## src/rtl/fetch_queue_if.sv

```systemverilog
// fetch_queue_if: bundles the fetch queue's I-cache request/response,
// decode delivery and redirect signals.
// master = fetch queue side, slave = I-cache/decode/redirect side.
interface fetch_queue_if #(
   parameter int unsigned ADDR_WIDTH = 32
);
   logic                  Fq_ReqValid;
   logic [ADDR_WIDTH-1:0] Fq_ReqAddr;
   logic                  Icache_ReqReady;
   logic                  Icache_RespValid;
   logic [31:0]           Icache_RespData;
   logic                  Fq_InstrValid;
   logic [31:0]           Fq_Instr;
   logic [ADDR_WIDTH-1:0] Fq_InstrPC;
   logic                  Fq_16BitFlag;
   logic                  Decode_Ready;
   logic                  Flush;
   logic [ADDR_WIDTH-1:0] Flush_PC;

   modport master (
      output Fq_ReqValid, Fq_ReqAddr, Fq_InstrValid, Fq_Instr, Fq_InstrPC, Fq_16BitFlag,
      input  Icache_ReqReady, Icache_RespValid, Icache_RespData, Decode_Ready, Flush, Flush_PC
   );

   modport slave (
      input  Fq_ReqValid, Fq_ReqAddr, Fq_InstrValid, Fq_Instr, Fq_InstrPC, Fq_16BitFlag,
      output Icache_ReqReady, Icache_RespValid, Icache_RespData, Decode_Ready, Flush, Flush_PC
   );
endinterface

```

## src/rtl/fetch_queue.sv

```systemverilog
// fetch_queue: DEPTH-word instruction prefetch buffer between a pipelined,
// in-order I-cache and decode. Tracks requests in flight, discards responses
// that were requested before a redirect, and hands decode one instruction
// per cycle.
// Optional macro FQ_RVC_EN: halfword realignment for 16-bit compressed and
// word-straddling 32-bit instructions. Without it every instruction is the
// head word and redirects go to the containing word.
module fetch_queue #(
   parameter int unsigned          DEPTH      = 4,
   parameter int unsigned          ADDR_WIDTH = 32,
   parameter logic [ADDR_WIDTH-1:0] RESET_PC  = '0
) (
   input logic           clk,
   input logic           rst_n,
   fetch_queue_if.master bus
);
   localparam int unsigned           PW      = $clog2(DEPTH);
   localparam int unsigned           CW      = PW + 1;
   localparam logic [31:0]           NOP     = 32'h0000_0013;
   localparam logic [CW:0]           DEPTH_W = DEPTH;
   localparam logic [ADDR_WIDTH-1:0] WORD    = 4;

   logic [DEPTH-1:0][31:0] queue_q;
   logic [PW-1:0]          rd_ptr_q, rd_ptr_d, wr_ptr_q, wr_ptr_d;
   logic [CW-1:0]          count_q, count_d, inflight_q, inflight_d, drop_q, drop_d;
   logic [ADDR_WIDTH-1:0]  fetch_pc_q, fetch_pc_d, head_pc_q, head_pc_d;
   logic [ADDR_WIDTH-1:0]  flush_word;
   logic                   hoff_q;

   logic [CW:0]  occ;
   logic         req_vld, req_fire, resp, push, pop, consume;
   logic         vld, is16;
   logic [31:0]  head_w, instr_raw;

   assign flush_word = {bus.Flush_PC[ADDR_WIDTH-1:2], 2'b00};
   assign head_w     = queue_q[rd_ptr_q];

   // Request side: one outstanding slot per free queue entry
   assign occ      = {1'b0, count_q} + {1'b0, inflight_q};
   assign req_vld  = rst_n && !bus.Flush && (occ < DEPTH_W);
   assign req_fire = req_vld && bus.Icache_ReqReady;

   // Responses with nothing in flight are spurious; flush-cycle and stale
   // responses are consumed from inflight but never written
   assign resp = bus.Icache_RespValid && (inflight_q != '0);
   assign push = resp && (drop_q == '0) && !bus.Flush;

`ifdef FQ_RVC_EN
   logic        hoff_d;
   logic [15:0] half;
   logic [31:0] next_w;

   assign next_w = queue_q[rd_ptr_q + PW'(1)];
   assign half   = hoff_q ? head_w[31:16] : head_w[15:0];
   assign is16   = (half[1:0] != 2'b11);

   // Realignment: a straddling 32-bit instruction needs the following word too
   always_comb begin
      vld       = (count_q != '0);
      instr_raw = head_w;
      if (is16) begin
         instr_raw = {16'h0000, half};
      end else if (hoff_q) begin
         vld       = (count_q >= CW'(2));
         instr_raw = {next_w[15:0], head_w[31:16]};
      end
   end

   assign consume = vld && bus.Decode_Ready;
   // A compressed instruction in the upper half finishes the word
   assign pop     = consume && (!is16 || hoff_q);

   // Halfword offset of the head instruction
   always_comb begin
      hoff_d = hoff_q;
      if (bus.Flush)            hoff_d = bus.Flush_PC[1];
      else if (consume && is16) hoff_d = ~hoff_q;
   end

   // Halfword offset register
   always_ff @(posedge clk or negedge rst_n) begin
      if (!rst_n) hoff_q <= 1'b0;
      else        hoff_q <= hoff_d;
   end
`else
   logic unused_flush_lo;

   assign unused_flush_lo = ^bus.Flush_PC[1:0];
   assign hoff_q          = 1'b0;
   assign is16            = 1'b0;
   assign vld             = (count_q != '0);
   assign instr_raw       = head_w;
   assign consume         = vld && bus.Decode_Ready;
   assign pop             = consume;
`endif

   assign bus.Fq_ReqValid   = req_vld;
   assign bus.Fq_ReqAddr    = fetch_pc_q;
   assign bus.Fq_InstrValid = vld;
   assign bus.Fq_Instr      = vld ? instr_raw : NOP;
   assign bus.Fq_16BitFlag  = vld && is16;
   assign bus.Fq_InstrPC    = rst_n ? (head_pc_q + {{(ADDR_WIDTH-2){1'b0}}, hoff_q, 1'b0}) : '0;

   // Next-state for counters, pointers and PCs; redirect overrides everything
   always_comb begin
      count_d    = count_q + CW'(push) - CW'(pop);
      inflight_d = inflight_q + CW'(req_fire) - CW'(resp);
      drop_d     = (resp && (drop_q != '0)) ? drop_q - CW'(1) : drop_q;
      rd_ptr_d   = pop  ? rd_ptr_q + PW'(1) : rd_ptr_q;
      wr_ptr_d   = push ? wr_ptr_q + PW'(1) : wr_ptr_q;
      fetch_pc_d = req_fire ? fetch_pc_q + WORD : fetch_pc_q;
      head_pc_d  = pop ? head_pc_q + WORD : head_pc_q;
      if (bus.Flush) begin
         count_d    = '0;
         inflight_d = inflight_q - CW'(resp);
         drop_d     = inflight_q - CW'(resp);
         rd_ptr_d   = '0;
         wr_ptr_d   = '0;
         fetch_pc_d = flush_word;
         head_pc_d  = flush_word;
      end
   end

   // Control state registers
   always_ff @(posedge clk or negedge rst_n) begin
      if (!rst_n) begin
         count_q    <= '0;
         inflight_q <= '0;
         drop_q     <= '0;
         rd_ptr_q   <= '0;
         wr_ptr_q   <= '0;
         fetch_pc_q <= RESET_PC;
         head_pc_q  <= RESET_PC;
      end else begin
         count_q    <= count_d;
         inflight_q <= inflight_d;
         drop_q     <= drop_d;
         rd_ptr_q   <= rd_ptr_d;
         wr_ptr_q   <= wr_ptr_d;
         fetch_pc_q <= fetch_pc_d;
         head_pc_q  <= head_pc_d;
      end
   end

   // Word storage; contents only matter once counted, so no reset
   always_ff @(posedge clk) begin
      if (push) queue_q[wr_ptr_q] <= bus.Icache_RespData;
   end
endmodule
```

## src/flat_wrapper.sv

```systemverilog
// flat-port wrapper written by rule: the top's interface ports become plain ports
module fetch_queue_flat 
#(
   parameter int unsigned          DEPTH      = 4,
   parameter int unsigned          ADDR_WIDTH = 32,
   parameter logic [ADDR_WIDTH-1:0] RESET_PC  = '0
)
  (clk, rst_n, bus_Fq_ReqValid, bus_Fq_ReqAddr, bus_Fq_InstrValid, bus_Fq_Instr, bus_Fq_InstrPC, bus_Fq_16BitFlag, bus_Icache_ReqReady, bus_Icache_RespValid, bus_Icache_RespData, bus_Decode_Ready, bus_Flush, bus_Flush_PC);
  fetch_queue_if #(.ADDR_WIDTH(ADDR_WIDTH)) bus_i ();
  input logic clk;
  input logic rst_n;
  output wire logic [$bits(bus_i.Fq_ReqValid)-1:0] bus_Fq_ReqValid;
  output wire logic [$bits(bus_i.Fq_ReqAddr)-1:0] bus_Fq_ReqAddr;
  output wire logic [$bits(bus_i.Fq_InstrValid)-1:0] bus_Fq_InstrValid;
  output wire logic [$bits(bus_i.Fq_Instr)-1:0] bus_Fq_Instr;
  output wire logic [$bits(bus_i.Fq_InstrPC)-1:0] bus_Fq_InstrPC;
  output wire logic [$bits(bus_i.Fq_16BitFlag)-1:0] bus_Fq_16BitFlag;
  input wire logic [$bits(bus_i.Icache_ReqReady)-1:0] bus_Icache_ReqReady;
  input wire logic [$bits(bus_i.Icache_RespValid)-1:0] bus_Icache_RespValid;
  input wire logic [$bits(bus_i.Icache_RespData)-1:0] bus_Icache_RespData;
  input wire logic [$bits(bus_i.Decode_Ready)-1:0] bus_Decode_Ready;
  input wire logic [$bits(bus_i.Flush)-1:0] bus_Flush;
  input wire logic [$bits(bus_i.Flush_PC)-1:0] bus_Flush_PC;
  assign bus_Fq_ReqValid = bus_i.Fq_ReqValid;
  assign bus_Fq_ReqAddr = bus_i.Fq_ReqAddr;
  assign bus_Fq_InstrValid = bus_i.Fq_InstrValid;
  assign bus_Fq_Instr = bus_i.Fq_Instr;
  assign bus_Fq_InstrPC = bus_i.Fq_InstrPC;
  assign bus_Fq_16BitFlag = bus_i.Fq_16BitFlag;
  assign bus_i.Icache_ReqReady = bus_Icache_ReqReady;
  assign bus_i.Icache_RespValid = bus_Icache_RespValid;
  assign bus_i.Icache_RespData = bus_Icache_RespData;
  assign bus_i.Decode_Ready = bus_Decode_Ready;
  assign bus_i.Flush = bus_Flush;
  assign bus_i.Flush_PC = bus_Flush_PC;
  fetch_queue #(.DEPTH(DEPTH), .ADDR_WIDTH(ADDR_WIDTH), .RESET_PC(RESET_PC)) u_core (.clk(clk), .rst_n(rst_n), .bus(bus_i));
endmodule
```

## config.mk

```make
export PLATFORM = sky130hd
export DESIGN_NAME = fetch_queue_flat
export DESIGN_NICKNAME = d
export VERILOG_FILES = /design/src/rtl/fetch_queue_if.sv /design/src/rtl/fetch_queue.sv /design/src/flat_wrapper.sv
export SDC_FILE = /design/constraint.sdc
export NUM_CORES = 1
export LEC_CHECK = 0
export CORE_MARGIN = 2
export CORE_UTILIZATION = 45
export DETAILED_ROUTE_END_ITERATION = 8
export GPL_TIMING_DRIVEN = 1
export HOLD_SLACK_MARGIN = 0.12
export MAX_ROUTING_LAYER = met4
export PLACE_DENSITY = 0.68
export SLEW_MARGIN = 20
export SYNTH_ARGS = -nofsm -noshare
export SYNTH_HDL_FRONTEND = slang
export SYNTH_SLANG_ARGS = --single-unit
```

## constraint.sdc

```tcl
create_clock -name clk -period 6.6 [get_ports clk]
set_input_delay 1.32 -clock clk [delete_from_list [all_inputs] [get_ports clk]]
set_output_delay 1.32 -clock clk [all_outputs]
set_load 0.05 [all_outputs]
```

=== Word-level counts from Yosys, hierarchy flattened ===
Cells that the tools add are included.

* Bits in registers: 205
* Input bits: 70
* Word-level logic and storage cells: 63

* Add/sub/neg operators: 11
* Order comparisons: 4
* Muxes and demuxes: 19
* Reductions and logical operators: 18

{| class="wikitable"
|+ Operators by type and width
! kind !! number
|-
| two-way mux 32 bit || 8
|-
| bitwise mux 128 bit || 1
|-
| adder 32 x 3 -> 32 bit (second input constant) || 2
|-
| binary-select mux 32 bit (select 2 bit) || 1
|-
| demux 32 bit (select 2 bit) || 1
|-
| two-way mux 3 bit || 4
|-
| logical AND 1 bit || 9
|-
| nonzero test 3 bit || 3
|-
| subtractor 3 x 1 -> 3 bit || 3
|-
| two-way mux 2 bit || 4
|-
| nonzero test 2 bit || 4
|-
| adder 3 x 1 -> 3 bit || 2
|-
| less-than comparator 2 x 3 -> 1 bit (second input constant) || 2
|-
| adder 2 x 1 -> 2 bit (second input constant) || 2
|-
| adder 3 x 3 -> 4 bit || 1
|-
| less-than comparator 4 x 3 -> 1 bit (second input constant) || 1
|-
| zero test 3 bit || 1
|-
| subtractor 3 x 1 -> 3 bit (second input constant) || 1
|-
| >= comparator 2 x 1 -> 1 bit (second input constant) || 1
|-
| zero test 1 bit || 1
|}

=== Longest topological paths before layout ===
Gate-level depths: netlist (run 1).

* Depth after elaboration: 7
* Depth in mapped cells: 11
* Gate-level depth less buffers: 10

=== Worst setup path before layout (run 1) ===
No wires, ideal clock.

* Kind: input to output
* Start: input port bus_Flush
* End: output port bus_Fq_ReqValid
* Arrival: 2.873 ns
* Required time: 5.280 ns
* Slack: 2.407 ns
* Cell stages on the path: 3
* Buffers on the path: 1
* Cell sequence: buf_6 or3b_1 nor3_1

* Word-level cells in the longest chain between the ends: 3

{| class="wikitable"
|+ Ends and longest elaborated chain
! element !! line !! source
|-
| start, declared || flat_wrapper.sv:22 || <nowiki>input wire logic [$bits(bus_i.Flush)-1:0] bus_Flush;</nowiki>
|-
| zero test 1 bit || fetch_queue.sv:40 || <nowiki>assign req_vld = rst_n && !bus.Flush && (occ < DEPTH_W);</nowiki>
|-
| logical AND 1 bit (2 in a row) || fetch_queue.sv:40 ||
|-
| end, declared || flat_wrapper.sv:12 || <nowiki>output wire logic [$bits(bus_i.Fq_ReqValid)-1:0] bus_Fq_ReqValid;</nowiki>
|}

Every way passes these cells.

=== Worst setup path in the final report (run 1) ===
* Start: register u_core.rd_ptr_q[0]
* End: output port bus_Fq_Instr[1]

* Word-level cells in the longest chain between the ends: 3

{| class="wikitable"
|+ Ends and longest elaborated chain
! element !! line !! source
|-
| start, declared || fetch_queue.sv:24 || <nowiki>logic [PW-1:0] rd_ptr_q, rd_ptr_d, wr_ptr_q, wr_ptr_d;</nowiki>
|-
| start signal, assigned || fetch_queue.sv:138 || <nowiki>rd_ptr_q <= rd_ptr_d;</nowiki>
|-
| binary-select mux 32 bit (select 2 bit) || fetch_queue.sv:36 || <nowiki>assign head_w = queue_q[rd_ptr_q];</nowiki>
|-
| two-way mux 32 bit (not written as such) || fetch_queue.sv:36 ||
|-
| two-way mux 32 bit || fetch_queue.sv:100 || <nowiki>assign bus.Fq_Instr = vld ? instr_raw : NOP;</nowiki>
|-
| end, declared || flat_wrapper.sv:15 || <nowiki>output wire logic [$bits(bus_i.Fq_Instr)-1:0] bus_Fq_Instr;</nowiki>
|}

Every way passes these cells. The select of a mux whose other input is x is not followed.

==> results.md, run 1 <==
* CTS H-tree lvls at 1
* Initial antenna violation count at 1
* CTS-repair resized insts at 0
* Bufs and invs on worst path at 2
* Dpl cell area at between 0.01 and 0.015 mm²
* Max cap viols at 0
* Syn Std Cell Area at roughly 0.0093 mm²
* Area contributors post-synth: edfxtp_1, dfrtp_1, mux4_2
* Largest net degree at the start of global routing at 70
* CP endpoint kind: output pin
* Num rows at 52
* RSZ-0062 raised after global routing: false
* Wirelength per Cell at ~19 µm
* Synthesized instance count at about 700
* Ys Warns at 0
* Port bufs at 161
* Layout overhead on the synthesized area at 28.0%
* DRC at 0
* Cell accounting for the most synthesized area: edfxtp_1
* Worst skew pair latency at ~0.5 ns
* Slew @ Worst Pin at roughly 1.1 ns
* Die H at between 100 and 150 µm
* Global placement routability congestion at approximately 0.90
* Pwr Density at 361 mW/mm²
* Mean Syn Cell Area at approximately 13 µm²
* Asr flop ratio synth at a little over a third
* Post-synth cell types at 48
* CP top delay family: buffers and inverters
* Final hold vios at 0
* Highest clock rate at ~220 MHz
* Final WS setup at a little over 2 ns
* GRT Util Overall at roughly a fifth
* Ys flop type: edfxtp_1
* Post-synth EDFFs at approximately 130
* Full die area at about 0.022 mm²
* Count leader, synth: edfxtp_1
* CTS tree: yes
* Core Region at a little over 0.02 mm²
* Final nets at approximately 950
* Vias in the first global route at about 6,600
* HPWL Detailed at 14.5 mm
* Worst clock skew at about 0.016 ns
* Grt total ovfl at 0
* Required @ worst endpoint at 5.28 ns
* Critical Path Start Type: register
* Final instance area at roughly 0.012 mm²
* Global-route wire length before repair at ~35 mm
* TritonCTS Sinks at around 200
* Synth top cells by count: edfxtp_1, dfrtp_1, nand2_1, and2_1
* Crit-path max cell delay at just over 0.8 ns
* Post-CTS Setup Repair Bufs at 0
* Drt first pass iters at 5
* VDD IR max at 0.000153 V
* Worst hold path type: register to register
* # setup viols final at 0
* Clk slew on worst S/H paths at ~0.060 ns
* Seq/Total Area, Yosys at between 60% and 70%
* Tmin final at 4.55 ns
* Place WS at roughly 2 ns
* Final Max Slew Viols at 0
* Vias at 6,479
* Top-area cell type share of the netlist area at about two fifths
* Num ports at 169
* Die Wd at between 100 and 150 µm
* Setup TNS at 0 ns
* Run status: finished, final reports clean
* Initial Util at between 40% and 50%
* #FFs+latches synth at between 200 and 250
* Worst-case clock buffer depth at 3
* Final period util at between 60% and 70%
* Layout cells sized above 1 at 11.1%
* CP Max Fanout at 20
* DR vias/cell at about 5.7
* Leak pwr at 4.23 nW
* Rel. slew slack at between 20% and 30%
* CP Class: register to output pin
* Post-Route WL at roughly 22 mm
* Clock root buffer: clkbuf_16
* CP Data Arrival Time at ~3.2 ns
* Antenna-violating nets left at 0
* Slowest CP cell: dfrtp_2
* CP Cell Sequence: buf_4 > mux4_2 > or2_2 > clkdlybuf4s50_1
* CTS buffer count at 22
* Cts hold-fix bufs at 0
* Initial DRC Count at between 400 and 500
layer usage:
layer | global-route usage [%] | up-vias | part of all wire [%]
li1 | - | 2916 | -
met1 | 27.9 | 3244 | 43
met2 | 34.0 | 273 | 49
met3 | 2.93 | 46 | 6.1
met4 | 5.82 | 0 | 2.4
met5 | - | - | 0
cell families after synthesis:
group	after synthesis	share of synthesized area [%]
multiplexers	39	8.58
buffers and inverters	65	3.06
adder cells (fa/ha/maj)	18	2.59
XOR/XNOR	44	4.15
flip-flops	201	61.0
AND/OR/NAND/NOR	248	14.7
AO/OA/AOI/OAI	85	5.82
other	1	0.0404
state kept, by name, summed over array words and instances (netlist names):
register and flops:
u_core.queue_q 128, u_core.inflight_q 3, u_core.head_pc_q 30, u_core.bus.Fq_ReqAddr 30
u_core.drop_q 3, u_core.count_q 3, u_core.rd_ptr_q 2, u_core.wr_ptr_q 2
stage by stage:
step                      power, mW  utilization (%)  hold WS (ns)  cells
after detailed placement       3.06             55.0         0.560   1104
after global placement         3.03             55.0         0.536   1104
after CTS                      4.33             58.8         0.572   1143
after floorplan                2.58                -         0.506    705
after global routing           4.48             58.8         0.573   1144
final                          4.29             58.8         0.570   1144
cell type report:
type | instances | area, µm²
Timing Repair Buffer | 169 | 1660
Sequential cell | 201 | 5670
Multi-Input combinational cell | 439 | 3360
Clock buffer | 28 | 624
Tap cell | 270 | 338
Antenna cell | 1 | 2.50
Clock inverter | 11 | 133
Fill cell | 1614 | 8340
Inverter | 25 | 98.8
report_power, final:
part	internal [mW]	leakage, nW	switching, mW
registers	1.44	2.03	0.144
logic	0.564	1.83	0.872
clock network	0.783	0.369	0.482
total	2.79	4.23	1.50
placed cells by master (no fill, tap or decap), types with 11 or more instances in the layout:
| cell | count |
|---|---|
| ha_1 | 16 |
| o211ai_1 | 17 |
| clkbuf_16 | 23 |
| edfxtp_1 | 128 |
| dfrtp_1 | 72 |
| nor2b_1 | 30 |
| mux4_2 | 32 |
| nand4_1 | 24 |
| inv_1 | 23 |
| a21oi_1 | 11 |
| nand3_1 | 24 |
| and2_1 | 34 |
| xor2_1 | 31 |
| xnor2_1 | 13 |
| nor2_1 | 19 |
| nand2_1 | 60 |
| clkdlybuf4s50_1 | 159 |
| o21ai_0 | 32 |
path summary, 6_finish.rpt:
check                                                      startpoint                                     to  slack, ns  cells past startpoint
worst min register to register  u_core.bus.Fq_ReqAddr[14]$_DFFE_PN0P_  u_core.bus.Fq_ReqAddr[14]$_DFFE_PN0P_       0.57                      1
worst min-delay path            u_core.bus.Fq_ReqAddr[14]$_DFFE_PN0P_  u_core.bus.Fq_ReqAddr[14]$_DFFE_PN0P_       0.57                      1
min in group asynchronous                                       rst_n       u_core.head_pc_q[19]$_DFFE_PN0N_       0.70                      1
worst max-delay path                   u_core.rd_ptr_q[0]$_DFFE_PN0N_                        bus_Fq_Instr[1]       2.05                      4
worst max register to register            u_core.count_q[1]$_DFF_PN0_         u_core.inflight_q[2]$_DFF_PN0_       3.36                      9
max in group asynchronous                                       rst_n       u_core.head_pc_q[12]$_DFFE_PN0N_       5.07                      2
No activity file was read; power rests on OpenSTA's default activity.
==> run 2, diff against run 1 <==
PLACE_DENSITY = 0.71   (was 0.68)
clock period = 3.9 ns   (was 6.6 ns; I/O delays follow)
==> run 2 against run 1 <==
Net effect: clock-buffer cell count grew 5; critical path depth is the same; global-route usage shrank 0.42 points; sequential cell count is the same; critical endpoint is now bus_Fq_Instr[5]; clock power grew 50%; final area shrank 0.13%; sequential power grew 66%; core utilization shrank 0.074 points; largest power group unchanged; total power grew 64%; sequential share of layout area grew 0.060 points; clock skew shrank 0.0033 ns.
==> results.md, run 2 (synthesis results as in run 1) <==
* Core Region at 0.0202 mm² (unchanged)
* Cts hold-fix bufs at 0 (unchanged)
* Bufs and invs on worst path at 2 (unchanged)
* Vias at 6,253 (was 6,479)
* Slew @ Worst Pin at 0.994 ns (was 1.06 ns)
* Worst-case clock buffer depth at 3 (unchanged)
* Layout overhead on the synthesized area at 27.8% (was 28.0%)
* Largest net degree at the start of global routing at 104 (was 70)
* Num ports at 169 (unchanged)
* Tmin final at 3.66 ns
* Run status: finished, final reports clean (unchanged)
* VDD IR max at 0.000274 V (was 0.000153 V)
* R2R depth at 10 (was 9)
* Worst skew pair latency at 0.51 ns (was 0.50 ns)
* Clock root buffer: clkbuf_16 (unchanged)
* Post-Route WL at 21.5 mm (was 22.0 mm)
* TritonCTS Sinks at 201 (unchanged)
* Biggest register: u_core.queue_q (unchanged)
* Initial DRC Count at 352 (was 425)
* CP Class: register to output pin (unchanged)
* Required @ worst endpoint at 3.12 ns (was 5.28 ns)
* CP endpoint kind: output pin (unchanged)
* FF-to-FF setup slack at 1.02 ns (was 3.36 ns)
* Final Max Slew Viols at 0 (unchanged)
* Worst clock skew at 0.0128 ns (was 0.0161 ns)
* Drt first pass iters at 4 (was 5)
* Leak pwr at 4.24 nW (was 4.23 nW)
* CTS buffer count at 22 (unchanged)
* Net Sw Frac at 35.7% (was 34.9%)
* Rel. slew slack at 33.1% (was 28.9%)
* Vias in the first global route at 6,100 (was 6,608)
* Critical Path Start Type: register (unchanged)
* Max reg flops at 128 (unchanged)
* HPWL Detailed at 14.3 mm (was 14.5 mm)
* CTS-repair resized insts at 0 (unchanged)
* CTS tree: yes (unchanged)
* Final nets at 954 (was 946)
* DR vias/cell at 5.43 (was 5.66)
* DRC at 0 (unchanged)
* Initial Util at 45.9% (unchanged)
* Port bufs at 161 (unchanged)
* Crit-path max cell delay at 0.72 ns (was 0.81 ns)
* Multi-input gate area at 0.00336 mm² (about the same)
* Post-CTS Setup Repair Bufs at 0 (unchanged)
* Slowest CP cell: dfrtp_2 (unchanged)
* Final std cells w/o fill at 1,152 (was 1,144)
* Antenna diode count at 0 (was 1)
* CP top delay family: buffers and inverters (unchanged)
* Psw at 2.51 mW (was 1.50 mW)
* Max cap viols at 0 (unchanged)
* Highest clock rate at ~270 MHz
* Layout cells sized above 1 at 10.8% (was 11.1%)
* Num rows at 52 (unchanged)
* Combinational Power Share at 35.2% (was 33.5%)
* Grt total ovfl at 0 (unchanged)
* # setup viols final at 0 (unchanged)
* Pint at 4.52 mW (was 2.79 mW)
* Clock power frac at 27.2% (was 29.5%)
* Die H at 148 µm (unchanged)
* Final period util at a little over nine tenths
* Crit Reg-Reg Endpoint: u_core.inflight_q[2]$_DFF_PN0_ (unchanged)
* Post-Route Utilization at 58.7% (was 58.8%)
* RSZ-0062 raised after global routing: false (unchanged)
* Final hold vios at 0 (unchanged)
* Worst hold path type: input pin to asynchronous set/reset pin (was register to register)
* Commonest non-fill, non-tap cell in the layout: clkdlybuf4s50_1 (unchanged)
* CP Cell Sequence: buf_12 > mux4_2 > nor2b_1 > clkdlybuf4s50_1 (was buf_4 > mux4_2 > or2_2 > clkdlybuf4s50_1)
* GRT Util Overall at 20.5% (was 20.9%)
* Global-route wire length before repair at 34.0 mm (was 35.1 mm)
* Setup TNS at 0 ns (unchanged)
* Clk slew on worst S/H paths at 0.05 ns (was 0.06 ns)
* Wirelength per Cell at 18.6 µm (was 19.2 µm)
* Antenna-violating nets left at 0 (unchanged)
* Sequential cell area at 0.00567 mm² (unchanged)
* Initial antenna violation count at 0 (was 1)
* CP Max Fanout at 16 (was 20)
* Global placement routability congestion at 0.873 (was 0.900)
* CP Data Arrival Time at 2.88 ns (was 3.23 ns)
* Placed instance count at 1,112 (was 1,104)
* Die Wd at 148 µm (unchanged)
* Pwr Density at 592 mW/mm² (was 361 mW/mm²)
* Commonest non-fill, non-tap cells in the layout: clkdlybuf4s50_1, edfxtp_1, dfrtp_1 (unchanged)
* CTS H-tree lvls at 1 (unchanged)
* Fill cell count at 1,616 (was 1,614)
* R2r startpoint: u_core.count_q[1]$_DFF_PN0_ (unchanged)
* Full die area at 0.0218 mm² (unchanged)
* Sequential Power Share at 37.6% (was 37.0%)
## run 2: layout make-up
type                       count  share of cell area (%)
clock inverter                 7                   0.358
clock buffer                  33                    5.23
sequential                   201                    47.7
inverter                      25                   0.832
timing repair buffer         177                    14.7
multi-input combinational    439                    28.3
tap                          270                    2.84
## run 2: worst max path at each step
stage                                    end  slack, ns  cells after the start                      startpoint
after floorplan              bus_Fq_ReqValid       0.79                      3                       bus_Flush
after global placement    bus_Fq_InstrPC[31]       0.69                      4                           rst_n
after detailed placement  bus_Fq_InstrPC[31]       0.71                      4                           rst_n
after CTS                    bus_Fq_Instr[5]       0.17                      4  u_core.rd_ptr_q[0]$_DFFE_PN0N_
after global routing        bus_Fq_Instr[22]       0.07                      4  u_core.rd_ptr_q[0]$_DFFE_PN0N_
final                        bus_Fq_Instr[5]       0.24                      4  u_core.rd_ptr_q[0]$_DFFE_PN0N_
## run 2: power groups by stage
stage,Combinational [mW],Clock (mW),Sequential (mW)
after floorplan,1.63,0,2.74
after global placement,2.47,0,2.68
after detailed placement,2.50,0,2.69
after CTS,2.51,1.95,2.65
after global routing,2.66,2.05,2.68
final,2.48,1.91,2.64
## run 2: worst reg2reg max path, delay by kind of cell (launching register included)
| kind | cells | cell delay, ns |
|---|---|---|
| flops | 1 | 0.47 |
| buf+inv | 2 | 0.43 |
| xor+xnor | 2 | 0.30 |
| simple gates | 2 | 0.84 |
| fa+ha+maj | 3 | 0.63 |
| compound gates | 1 | 0.10 |
## run 2: metal layers
layer	wire length (µm)	vias to the layer above	track usage [%]
li1	-	2934	-
met1	9500	3095	28.5
met2	10300	198	31.8
met3	1390	26	3.73
met4	320	0	4.66
met5	0	-	-
## run 2: stage by stage
stage	setup slack [ns]	hold WS, ns	area [µm²]	power (mW)
floorplan	0.787	0.484	9310	4.37
global placement	0.691	0.521	11200	5.15
detailed placement	0.705	0.535	11200	5.19
CTS	0.172	0.354	11900	7.10
global route	0.0741	0.380	11900	7.39
finish	0.237	0.334	11900	7.04
